**src/rtl/tmds_pkg.sv**
```systemverilog
// Shared TMDS definitions: control-token constants, lock FSM state type,
// token lookup and data-word decode helpers.
package tmds_pkg;
    localparam logic [9:0] TOK_C00 = 10'b1101010100;
    localparam logic [9:0] TOK_C01 = 10'b0010101011;
    localparam logic [9:0] TOK_C10 = 10'b0101010100;
    localparam logic [9:0] TOK_C11 = 10'b1010101011;

    typedef enum logic {SEARCH = 1'b0, LOCKED = 1'b1} state_t;

    typedef struct packed {
        logic       hit;
        logic [1:0] ctl;
    } token_t;

    function automatic token_t token_lookup(input logic [9:0] w);
        token_t t;
        t.hit = 1'b1;
        t.ctl = 2'b00;
        case (w)
            TOK_C00: t.ctl = 2'b00;
            TOK_C01: t.ctl = 2'b01;
            TOK_C10: t.ctl = 2'b10;
            TOK_C11: t.ctl = 2'b11;
            default: t.hit = 1'b0;
        endcase
        return t;
    endfunction

    // bit9 undoes the DC-balance inversion, bit8 selects XOR vs XNOR chaining
    function automatic logic [7:0] tmds_decode(input logic [9:0] w);
        logic [7:0] q;
        logic [7:0] d;
        q    = w[9] ? ~w[7:0] : w[7:0];
        d[0] = q[0];
        for (int i = 1; i < 8; i++)
            d[i] = w[8] ? (q[i] ^ q[i-1]) : ~(q[i] ^ q[i-1]);
        return d;
    endfunction
endpackage

```
**src/rtl/tmds_word_aligner.sv**
```systemverilog
// Word aligner: keeps the previous raw word and barrel-selects a 10-bit
// window starting at the current bit offset (0..9).
module tmds_word_aligner (
    input  logic       clk_in,
    input  logic       rst_in,
    input  logic [9:0] tmds_in,
    input  logic [3:0] offset,
    output logic [9:0] aligned
);
    logic [9:0]  prev;
    logic [19:0] window;

    always_ff @(posedge clk_in or posedge rst_in) begin
        if (rst_in) prev <= '0;
        else        prev <= tmds_in;
    end

    assign window = {tmds_in, prev};

    // constant-index selects keep every slice in range for any offset value
    always_comb begin
        aligned = window[9:0];
        for (int k = 1; k < 10; k++)
            if (offset == 4'(k)) aligned = window[k +: 10];
    end
endmodule

```
**src/rtl/tmds_decoder.sv**
```systemverilog
// TMDS channel decoder: bit alignment search, lock FSM and 10b->8b decode.
// Define TMDS_DECODER_STATS_EN to expose offset_out and slips_out.
module tmds_decoder
    import tmds_pkg::*;
#(
    parameter int LOCK_RUN   = 8,
    parameter int MISS_LIMIT = 2048
) (
    input  logic       clk_in,
    input  logic       rst_in,
    input  logic [9:0] tmds_in,
    output logic [7:0] data_out,
    output logic [1:0] control_out,
    output logic       ve_out,
    output logic       locked_out
`ifdef TMDS_DECODER_STATS_EN
    ,
    output logic [3:0] offset_out,
    output logic [7:0] slips_out
`endif
);
    localparam int RUN_W  = $clog2(LOCK_RUN + 1);
    localparam int MISS_W = $clog2(MISS_LIMIT + 1);

    state_t            state_q, state_d;
    logic [RUN_W-1:0]  run_q, run_d, run_inc;
    logic [MISS_W-1:0] miss_q, miss_d, miss_inc;
    logic [3:0]        offset_q, offset_d;
    logic [9:0]        aligned, word_q;
    token_t            tok;
    logic [7:0]        dec, data_d;
    logic [1:0]        ctl_d;
    logic              ve_d;

    tmds_word_aligner u_align (
        .clk_in  (clk_in),
        .rst_in  (rst_in),
        .tmds_in (tmds_in),
        .offset  (offset_q),
        .aligned (aligned)
    );

    assign tok      = token_lookup(word_q);
    assign dec      = tmds_decode(word_q);
    assign run_inc  = (run_q == RUN_W'(LOCK_RUN)) ? run_q : run_q + 1'b1;
    assign miss_inc = (miss_q == MISS_W'(MISS_LIMIT)) ? miss_q : miss_q + 1'b1;

    // a token always wins over the miss limit, so only non-tokens can slip
    always_comb begin
        state_d  = state_q;
        run_d    = run_q;
        miss_d   = miss_q;
        offset_d = offset_q;
        if (tok.hit) begin
            miss_d = '0;
            if (state_q == SEARCH) begin
                run_d = run_inc;
                if (run_inc == RUN_W'(LOCK_RUN)) state_d = LOCKED;
            end
        end else begin
            if (state_q == SEARCH) run_d = '0;
            miss_d = miss_inc;
            if (miss_inc == MISS_W'(MISS_LIMIT)) begin
                state_d  = SEARCH;
                run_d    = '0;
                miss_d   = '0;
                offset_d = (offset_q == 4'd9) ? 4'd0 : offset_q + 4'd1;
            end
        end
    end

    always_comb begin
        data_d = '0;
        ctl_d  = '0;
        ve_d   = 1'b0;
        if (state_d == LOCKED) begin
            if (tok.hit) begin
                ctl_d = tok.ctl;
            end else begin
                ve_d   = 1'b1;
                data_d = dec;
                ctl_d  = control_out;
            end
        end
    end

    always_ff @(posedge clk_in or posedge rst_in) begin
        if (rst_in) begin
            state_q     <= SEARCH;
            run_q       <= '0;
            miss_q      <= '0;
            offset_q    <= '0;
            word_q      <= '0;
            data_out    <= '0;
            control_out <= '0;
            ve_out      <= 1'b0;
            locked_out  <= 1'b0;
        end else begin
            state_q     <= state_d;
            run_q       <= run_d;
            miss_q      <= miss_d;
            offset_q    <= offset_d;
            word_q      <= aligned;
            data_out    <= data_d;
            control_out <= ctl_d;
            ve_out      <= ve_d;
            locked_out  <= (state_d == LOCKED);
        end
    end

`ifdef TMDS_DECODER_STATS_EN
    logic [7:0] slips_q;

    always_ff @(posedge clk_in or posedge rst_in) begin
        if (rst_in)                                           slips_q <= '0;
        else if (offset_d != offset_q && slips_q != 8'hFF)    slips_q <= slips_q + 8'd1;
    end

    assign offset_out = offset_q;
    assign slips_out  = slips_q;
`endif
endmodule

```
**config.mk**
```make
export PLATFORM = sky130hd
export DESIGN_NAME = tmds_decoder
export DESIGN_NICKNAME = d
export VERILOG_FILES = /design/src/rtl/tmds_pkg.sv /design/src/rtl/tmds_word_aligner.sv /design/src/rtl/tmds_decoder.sv
export SDC_FILE = /design/constraint.sdc
export NUM_CORES = 1
export LEC_CHECK = 0
export ABC_AREA = 1
export BUFFER_PORTS_ARGS = -buffer_cell sky130_fd_sc_hd__buf_2
export CAP_MARGIN = 20
export CORE_MARGIN = 2
export CORE_UTILIZATION = 55
export CTS_CLUSTER_SIZE = 14
export DETAILED_ROUTE_END_ITERATION = 8
export PLACE_DENSITY = 0.78
export SLEW_MARGIN = 40
export SYNTH_ARGS = -nofsm -noshare
export SYNTH_HDL_FRONTEND = slang
export SYNTH_HIERARCHICAL = 1
export SYNTH_SLANG_ARGS = --single-unit
```
**constraint.sdc**
```tcl
create_clock -name clk_in -period 1.6 [get_ports clk_in]
set_input_delay 0.16 -clock clk_in [delete_from_list [all_inputs] [get_ports clk_in]]
set_output_delay 0.16 -clock clk_in [all_outputs]
set_load 0.02 [all_outputs]
```
==> impl_metrics.tcl, run 1 <==
set metrics [dict create \
    dr.pass1.iters 8 \
    crit_fanout 7 \
    gp_congestion 0.921 \
    crit_required_ns 1.82 \
    cp_cell_sequence "ha_4 -> nand3_1 -> nor2_1 -> xor2_1 -> nand2_1 -> nor2_2 -> nand3_4 -> nor2_4 -> nand2_1 -> o21ai_1" \
    reg2regPathDepth 10 \
    slew_headroom 0.720 \
    grt_pass1_vias 3933 \
    io_pins 24 \
    whs_ns 0.0212 \
    ys_seq_area_frac 0.364 \
    tightest_slew_ns 0.420 \
    antennaDiodeCount 0 \
    io_buffers 23 \
    reg2reg_to "offset_q[2]" \
    max_freq_ghz 0.476 \
    setup_tns_ns -10.13 \
    vias_per_cell 5.87 \
    grt_use_total 0.304 \
    status "finished, violations left" \
    clockRootBuffer "clkbuf_8" \
    slowest_stage "dfrtp_2" \
    violations "negative setup slack" \
    postRouteAntennaNets 0 \
    critical_path_class "reg -> reg" \
    fin_crit_sh 1.31 \
    hp-class "in -> reg" \
    rsz0062_at_grt "yes" \
    drc 0 \
    avgSynthCellArea_um2 6.67 \
    wire_per_inst_um 17.8 \
    antenna_found_initial 0 \
    drtIter0Drc 441 \
    n_fill_cell 360 \
    finalHoldViolCount 0 \
    placed_cells 682 \
    fin_ws_ns -0.501 \
    initial_core_util 0.566 \
    internal_power_mw 2.50 \
    comb_power_share 0.341 \
    r2r_slack_ns -0.50 \
    syn_area_um2 3570 \
    rows 29 \
    grt_first_pass_wirelength_um 17800 \
    fin_crit_ns 2.10 \
    vias 4294 \
    dpl_worst_slack_ns -0.375 \
    hp-start "tmds_in[4]" \
    ys_types 28 \
    cp_common_cell "nand2_1" \
    ir_drop_v 0.000690 \
    finalPower_mw 3.85 \
    critPathLaunchType "flip-flop" \
    area_delta_synth_final_pct 44.1 \
    syn_inst 535 \
    ys.warnings.count 6 \
    syn_nets 551 \
    maxSlewViolCount 0 \
    holdPathEnd "u_align/prev[4]" \
    wirelength_um 13000 \
    grt_overflow 0 \
    p_leak_nw 2.59 \
    clk_pin_slew_worst_paths_ns 0.09 \
    cts_tree "yes" \
    skew_ns 0.00728 \
    dieArea_um2 7150 \
    power_density_nw_per_um2 748 \
    core_um2 6310 \
    drive_gt1_frac 0.402 \
    maxCapViolCount 0 \
    numCtsBuffers 5 \
    clockBufferDepth 2 \
    layoutNonFillerInstCount 731 \
    clk_latency_ns 0.31 \
    nets 669 \
    p_seq_frac 0.417 \
    arrival_ns 2.32 \
    clock_sinks 52 \
    setup_viol 36 \
    grt_max_degree 26 \
    place_hpwl_um 6820 \
    min_path_cells 1 \
    die_h_um 84.6 \
    power_switching_mw 1.34 \
    ctsHtreeMaxLevel 2 \
    p_sw_frac 0.350 \
    p_clk_frac 0.241 \
    ys_ff_latch 52 \
    crit_path_end_kind "flip-flop" \
    die_w_um 84.6 \
    r2r_start "miss_q[0]" \
    max_stage_delay_ns 0.43 \
]
[layout make-up]
cell class / count / area (um^2) / share of cell area
Timing Repair Buffer: 120 / 912 / 0.177
Clock buffer: 6 / 72.6 / 0.0141
Tap cell: 77 / 96.3 / 0.0187
Sequential cell: 52 / 1310 / 0.254
Multi-Input combinational cell: 393 / 2390 / 0.464
Inverter: 81 / 328 / 0.0637
Clock inverter: 2 / 38.8 / 0.00754
[state kept, by name, summed over array words and instances (netlist names)]
register,count
control_out,2
data_out,8
miss_q,12
offset_q,4
run_q,4
state_q,1
u_align/prev,10
ve_out,1
word_q,10
[synthesized netlist by cell type, drive strengths merged]
cell type,n,area (um^2)
nand2,175,664
inv,78,293
nand3,56,290
nor2,56,270
dfrtp,52,1300
a21oi,33,180
o21ai,28,140
xor2,16,140
buf,11,85.1
nand4,7,43.8
nor3,7,35.0
ha,4,50.1
clkinv,3,11.3
xnor2,3,26.3
or2,2,12.5
a31oi,1,6.26
nor4,1,6.26
o211ai,1,7.51
o31ai,1,7.51
[metal layers]
layer | GRT usage | routed length, um | vias up
met2 | 0.555 | 6430 | 304
met4 | 0.118 | 994 | 0
met5 | 0 | 0 | -
met3 | 0.0403 | 1090 | 100
li1 | - | - | 1914
met1 | 0.360 | 4500 | 1976
[worst max-delay path by stage]
stage | end | slack (ns) | from
final | offset_q[2] | -0.50 | miss_q[0]
after global routing | offset_q[2] | -0.58 | miss_q[0]
after CTS | offset_q[2] | -0.34 | miss_q[0]
after detailed placement | control_out[1] | -0.38 | miss_q[0]
after global placement | control_out[0] | -0.24 | miss_q[0]
after floorplan | state_q | -0.08 | miss_q[0]
[placed cells by master (no fill, tap or decap), types with 2 or more instances in the layout]
| master | n |
|---|---|
| ha_1 | 2 |
| o21ai_2 | 5 |
| nor3_1 | 3 |
| nor2_4 | 15 |
| xnor2_1 | 2 |
| inv_4 | 5 |
| buf_4 | 78 |
| o21ai_1 | 10 |
| dfrtp_2 | 6 |
| ha_4 | 2 |
| nor2_1 | 25 |
| xor2_1 | 16 |
| nor2_2 | 16 |
| inv_1 | 63 |
| nand3_1 | 25 |
| buf_6 | 13 |
| nand2_4 | 7 |
| nand4_1 | 7 |
| nand2_2 | 23 |
| nor3_4 | 2 |
| inv_6 | 2 |
| inv_2 | 8 |
| a21oi_1 | 24 |
| nand3_2 | 28 |
| o21ai_0 | 13 |
| dfrtp_1 | 46 |
| or2_4 | 2 |
| nor3_2 | 2 |
| dlygate4sd3_1 | 4 |
| buf_2 | 24 |
| clkinv_2 | 2 |
| nand3_4 | 4 |
| nand2_1 | 145 |
| a21oi_2 | 9 |
| clkbuf_8 | 5 |
[what timing repair did]
item / 4_1_cts / 5_1_grt
hold buffers: 4 / 0
endpoints found under the setup margin: 39 / 42
pin swaps: 26 / 45
cloned: 5 / 1
gates resized for setup: 81 / 87
setup buffers: 19 / 13
endpoints found under the hold margin: 55 / 0
[metrics by stage]
step	cell area, um^2	utilization
6_report	5140	0.815
5_1_grt	5140	0.815
4_1_cts	4740	0.751
3_5_place_dp	4140	0.655
3_3_place_gp	4140	0.655
2_1_floorplan	3570	-
[critical path, delay by kind of cell, from the launching register on]
kind | cells | cell delay [ns]
and+or+nand+nor | 7 | 1.07
DFF | 1 | 0.43
xor gates and xnor gates | 1 | 0.23
adders and majority gates | 1 | 0.16
AOI/OAI and AO/OA | 1 | 0.12
[power groups by stage]
| stage | combinational, mW | clock [mW] | sequential [mW] |
|---|---|---|---|
| 2_1_floorplan | 0.524 | 0 | 1.55 |
| 3_3_place_gp | 0.922 | 0 | 1.58 |
| 6_report | 1.31 | 0.928 | 1.61 |
| 5_1_grt | 1.42 | 0.970 | 1.61 |
| 4_1_cts | 1.04 | 0.924 | 1.56 |
| 3_5_place_dp | 0.936 | 0 | 1.59 |
[cell families after synthesis]
logic type | Yosys count | synth area share
xor+xnor | 19 | 0.0466
simple gates | 304 | 0.370
buf+inv | 92 | 0.109
fa+ha+maj | 4 | 0.0140
flops | 52 | 0.364
compound gates | 64 | 0.0957
No activity file was read; power rests on OpenSTA's default activity.
==> inputs of run 2 (changes only) <==
Settings changed: CORE_UTILIZATION 55 to 45, PLACE_DENSITY 0.78 to 0.67.
==> run 2 against run 1 <==
Effect of this change:
- the run still ends with negative setup slack left
- global-route usage is 7.8 points lower
- core utilization is 19 points lower
- routed wire length is 27% lower
- largest power group unchanged
- highest routed layer unchanged
==> impl_metrics.tcl, run 2 (same netlist as run 1, synthesis figures left out) <==
set metrics [dict create \
    status "finished, violations left" \
    violations "negative setup slack" \
    antenna_found_initial 0 \
    top_register "miss_q" \
    tightest_slew_ns 0.531 \
    place_hpwl_um 6780 \
    rsz0062_at_grt "yes" \
    dieArea_um2 8660 \
    setup_viol 31 \
    grt_max_degree 43 \
    hp-class "in -> reg" \
    mostFrequentLayoutCells "nand2_1, buf_4, inv_1" \
    clockBufferDepth 2 \
    power_switching_mw 1.27 \
    gp_congestion 0.937 \
    internal_power_mw 2.35 \
    antennaDiodeCount 0 \
    dr.pass1.iters 5 \
    max_stage_delay_ns 0.43 \
    cts_tree "yes" \
    clk_pin_slew_worst_paths_ns 0.10 \
    p_sw_frac 0.351 \
    multi_input_area_um2 2230 \
    skew_ns 0.0116 \
    placed_cells 711 \
    numCtsBuffers 5 \
    io_buffers 23 \
    cp_cell_sequence "buf_4 -> nand3_2 -> nor2_4 -> xnor2_1 -> nand2_1 -> nor2_2 -> nand3_4 -> buf_4 -> nand3_4 -> nor2_1" \
    dpl_cell_area_um2 4200 \
    wirelength_um 9500 \
    clk_latency_ns 0.31 \
    critPathLaunchType "flip-flop" \
    crit_fanout 6 \
    clock_sinks 52 \
    critical_path_class "reg -> reg" \
    postRouteAntennaNets 0 \
    fin_crit_sh 1.15 \
    p_leak_nw 2.40 \
    grt_overflow 0 \
    wire_per_inst_um 12.8 \
    core_um2 7730 \
    clockRootBuffer "clkbuf_8" \
    die_w_um 93.1 \
    largestRegisters "miss_q x12, u_align/prev x10, word_q x10" \
    slew_headroom 0.646 \
    grt_first_pass_wirelength_um 16000 \
    initial_core_util 0.462 \
    area_delta_synth_final_pct 35.4 \
    drive_gt1_frac 0.328 \
    n_fill_cell 666 \
    p_clk_frac 0.211 \
    p_seq_frac 0.435 \
    dpl_worst_slack_ns -0.308 \
    maxSlewViolCount 0 \
    final-seq-area_um2 1310 \
    largest_reg_flops 12 \
    ir_drop_v 0.000430 \
    die_h_um 93.1 \
    fin_area_um2 4840 \
    maxCapViolCount 0 \
    finalHoldViolCount 0 \
    io_pins 24 \
    arrival_ns 2.05 \
    layoutNonFillerInstCount 740 \
    vias 3711 \
    drc 0 \
    nets 653 \
    crit_path_end_kind "flip-flop" \
    grt_use_total 0.225 \
    ctsHtreeMaxLevel 2 \
    max_freq_ghz 0.541 \
    crit_buf_inv 2 \
    comb_power_share 0.354 \
    setup_tns_ns -4.62 \
    slowest_stage "dfrtp_1" \
    finalPower_mw 3.63 \
    rows 32 \
    fin_ws_ns -0.248 \
    fin_crit_ns 1.85 \
    final_common_cell "nand2_1" \
    grt_pass1_vias 3575 \
    power_density_nw_per_um2 750 \
    crit_required_ns 1.81 \
    path_delay_family "simple AND/OR/NAND/NOR gates" \
    drtIter0Drc 174 \
    vias_per_cell 5.01 \
]
## run 2: cell type report
type                            count  share of cell area
Timing Repair Buffer              104               0.159
Tap cell                          102              0.0264
Clock buffer                        6              0.0150
Clock inverter                      2             0.00336
Inverter                           81              0.0655
Multi-Input combinational cell    393               0.461
Sequential cell                    52               0.270
## run 2: worst reg2reg max path: stages, from the launching register on
cell,delay [ns]
dfrtp_1,0.43
buf_4,0.15
nand3_2,0.12
nor2_4,0.18
xnor2_1,0.16
nand2_1,0.10
nor2_2,0.14
nand3_4,0.14
buf_4,0.19
nand3_4,0.11
nor2_1,0.05
## run 2: per-layer routing
layer | global-route usage | wire length [um] | up-vias
li1 | - | - | 1876
met1 | 0.292 | 4150 | 1747
met2 | 0.400 | 4990 | 80
met3 | 0.0290 | 298 | 8
met4 | 0.0564 | 61 | 0
met5 | 0 | 0 | -
## run 2: what timing repair did
item	in CTS	in global routing
setup endpoints to repair	39	42
gates cloned	2	2
hold buffers	5	0
pin swaps	16	28
resized for setup	46	63
setup buffers	5	7
hold endpoints to repair	35	0
## run 2: stage by stage
stage	hold slack (ns)	util
2_1_floorplan	0.000178	-
4_1_cts	0.0118	0.589
3_3_place_gp	0.179	0.543
6_report	0.0190	0.626
5_1_grt	0.0158	0.626
3_5_place_dp	0.196	0.543
## run 2: final timing paths
| path | start | endpoint | slack (ns) | cells past startpoint |
|---|---|---|---|---|
| max in group asynchronous | rst_in | offset_q[2] | 0.64 | 4 |
| setup / recovery | miss_q[0] | data_out[3] | -0.25 | 10 |
| hold / removal | tmds_in[4] | u_align/prev[4] | 0.02 | 1 |
| min in group asynchronous | rst_in | u_align/prev[8] | 0.43 | 3 |
| hold reg to reg | run_q[1] | run_q[1] | 0.54 | 2 |
| setup reg to reg | miss_q[0] | data_out[3] | -0.25 | 10 |
## run 2: power groups by stage
stage / registers (mW) / clock network [mW] / logic [mW]
2_1_floorplan: 1.55 / 0 / 0.524
3_3_place_gp: 1.57 / 0 / 0.971
3_5_place_dp: 1.58 / 0 / 0.987
4_1_cts: 1.56 / 0.779 / 1.17
5_1_grt: 1.59 / 0.836 / 1.41
6_report: 1.58 / 0.767 / 1.28
==> inputs of run 3 (changes only) <==
==> constraint.sdc (replaced) <==
create_clock -name clk_in -period 1.6 [get_ports clk_in]
set_input_delay 0.16 -clock clk_in [delete_from_list [all_inputs] [get_ports clk_in]]
set_output_delay 0.16 -clock clk_in [all_outputs]
set_load 0.005 [all_outputs]
==> run 3 against run 2 <==
Effect of this change:
- the flow still finishes with violations (negative setup slack)
- hold slack worse by 0.0011 ns
- critical endpoint is now data_out[0]
- setup slack got worse by 0.036 ns
- final area shrank 0.23%
==> impl_metrics.tcl, run 3 (same netlist as run 1, synthesis figures left out) <==
set metrics [dict create \
    crit_cells 14 \
    startpoint "miss_q[0]" \
    critPathLaunchType "flip-flop" \
    antennaDiodeCount 0 \
    core_um2 7730 \
    drc 0 \
    drive_gt1_frac 0.339 \
    fin_crit_sh 1.18 \
    nets 649 \
    reg2regPathDepth 14 \
    dpl_cell_area_um2 4200 \
    internal_power_mw 2.37 \
    place_hpwl_um 6630 \
    initial_core_util 0.462 \
    arrival_ns 2.09 \
    cp_cell_sequence "inv_2 -> ha_2 -> inv_1 -> nor2_1 -> nand2_1 -> nor2_2 -> nand2_1 -> nand2_2 -> nand3_2 -> nor2_4 -> nand3_4 -> buf_4 -> nand3_4 -> nor2_1" \
    gp_congestion 0.932 \
    r2r_slack_ns -0.28 \
    dpl_worst_slack_ns -0.300 \
    max_stage_delay_ns 0.43 \
    finalHoldViolCount 0 \
    final_common_cell "nand2_1" \
    grt_use_total 0.220 \
    wire_per_inst_um 12.9 \
    dr.pass1.iters 5 \
    final_util 0.624 \
    dieArea_um2 8660 \
    slew_headroom 0.653 \
    critical_path_class "reg -> reg" \
    placed_cells 711 \
    grt_pass1_vias 3450 \
    slowest_stage "dfrtp_1" \
    drtIter0Drc 264 \
    crit_required_ns 1.80 \
    ctsHtreeMaxLevel 2 \
    maxSlewViolCount 0 \
    crit_fanout 6 \
    critPathCapture "data_out[0]" \
    ir_drop_v 0.000384 \
    path_delay_family "simple AND/OR/NAND/NOR gates" \
    io_buffers 23 \
    cts_tree "yes" \
    skew_ns 0.00741 \
    crit_buf_inv 3 \
    numCtsBuffers 5 \
    area_delta_synth_final_pct 35.1 \
    comb_power_share 0.355 \
    p_seq_frac 0.434 \
    largest_reg_flops 12 \
    finalPower_mw 3.60 \
    status "finished, violations left" \
    n_fill_cell 653 \
    tightest_slew_ns 0.521 \
    rows 32 \
    clockBufferDepth 2 \
    mostFrequentLayoutCells "nand2_1, inv_1, buf_4" \
    hp-class "in -> reg" \
    die_w_um 93.1 \
    layoutNonFillerInstCount 736 \
    grt_first_pass_wirelength_um 15400 \
    vias_per_cell 5.08 \
    reg2reg_to "data_out[0]" \
    top_register "miss_q" \
    violations "negative setup slack" \
    r2r_start "miss_q[0]" \
    maxCapViolCount 0 \
    crit_path_end_kind "flip-flop" \
    fin_ws_ns -0.284 \
    power_density_nw_per_um2 747 \
    p_leak_nw 2.41 \
    rsz0062_at_grt "yes" \
    grt_overflow 0 \
    antenna_found_initial 0 \
    wirelength_um 9510 \
    clockRootBuffer "clkbuf_8" \
    power_switching_mw 1.24 \
    clk_latency_ns 0.31 \
    largestRegisters "miss_q x12, u_align/prev x10, word_q x10" \
    max_freq_ghz 0.531 \
    postRouteAntennaNets 0 \
    clk_pin_slew_worst_paths_ns 0.10 \
    io_pins 24 \
    vias 3737 \
    fin_crit_ns 1.88 \
    p_sw_frac 0.343 \
    die_h_um 93.1 \
    clock_sinks 52 \
    grt_max_degree 43 \
    fin_area_um2 4820 \
    setup_viol 31 \
    p_clk_frac 0.210 \
]
run 3: how the worst min path moves through the flow:
| stage | slack [ns] | startpoint | endpoint | cells past startpoint |
|---|---|---|---|---|
| 2_1_floorplan | 0.0002 | rst_in | u_align/prev[0] | 1 |
| 3_3_place_gp | 0.18 | rst_in | u_align/prev[8] | 2 |
| 3_5_place_dp | 0.18 | rst_in | u_align/prev[8] | 2 |
| 4_1_cts | 0.01 | tmds_in[5] | u_align/prev[5] | 1 |
| 5_1_grt | 0.007 | tmds_in[5] | u_align/prev[5] | 1 |
| 6_report | 0.02 | tmds_in[5] | u_align/prev[5] | 1 |
run 3: timing repair:
item | in CTS | in global routing
hold buffers | 5 | 0
buffers inserted | 3 | 6
endpoints found under the setup margin | 39 | 42
cloned | 2 | 1
pin swaps | 16 | 39
hold endpoints to repair | 56 | 0
resized for setup | 47 | 69
run 3: per-layer routing:
layer,global-route usage,wire length [um],vias up
met1,0.284,4180,1760
li1,-,-,1876
met3,0.0306,326,11
met5,0,0,-
met2,0.389,4880,90
met4,0.0551,116,0
run 3: worst register-to-register path: stages, from the launching register on:
cell and delay, ns:
dfrtp_1 0.43, inv_2 0.07, ha_2 0.17, inv_1 0.05
nor2_1 0.08, nand2_1 0.06, nor2_2 0.10, nand2_1 0.07
nand2_2 0.08, nand3_2 0.09, nor2_4 0.12, nand3_4 0.14
buf_4 0.18, nand3_4 0.10, nor2_1 0.05
run 3: per-stage QoR:
step           hold WS [ns]  TNS, ns
5_1_grt             0.00737   -10.43
3_5_place_dp          0.182    -7.25
2_1_floorplan      0.000178    -1.13
6_report             0.0180    -5.86
4_1_cts              0.0149    -5.29
3_3_place_gp          0.175    -4.97
run 3: layout make-up:
class | instances | area (um^2) | area share
Multi-Input combinational cell | 393 | 2250 | 0.467
Sequential cell | 52 | 1300 | 0.270
Timing Repair Buffer | 100 | 739 | 0.153
Inverter | 81 | 314 | 0.0651
Tap cell | 102 | 128 | 0.0265
Clock buffer | 6 | 72.6 | 0.0150
Clock inverter | 2 | 16.3 | 0.00337
run 3: power groups by stage:
stage	logic [mW]	registers, mW	clock network (mW)
after floorplan	0.524	1.55	0
after global placement	0.972	1.57	0
after detailed placement	0.980	1.58	0
after CTS	1.10	1.56	0.785
after global routing	1.41	1.58	0.845
final	1.28	1.57	0.758
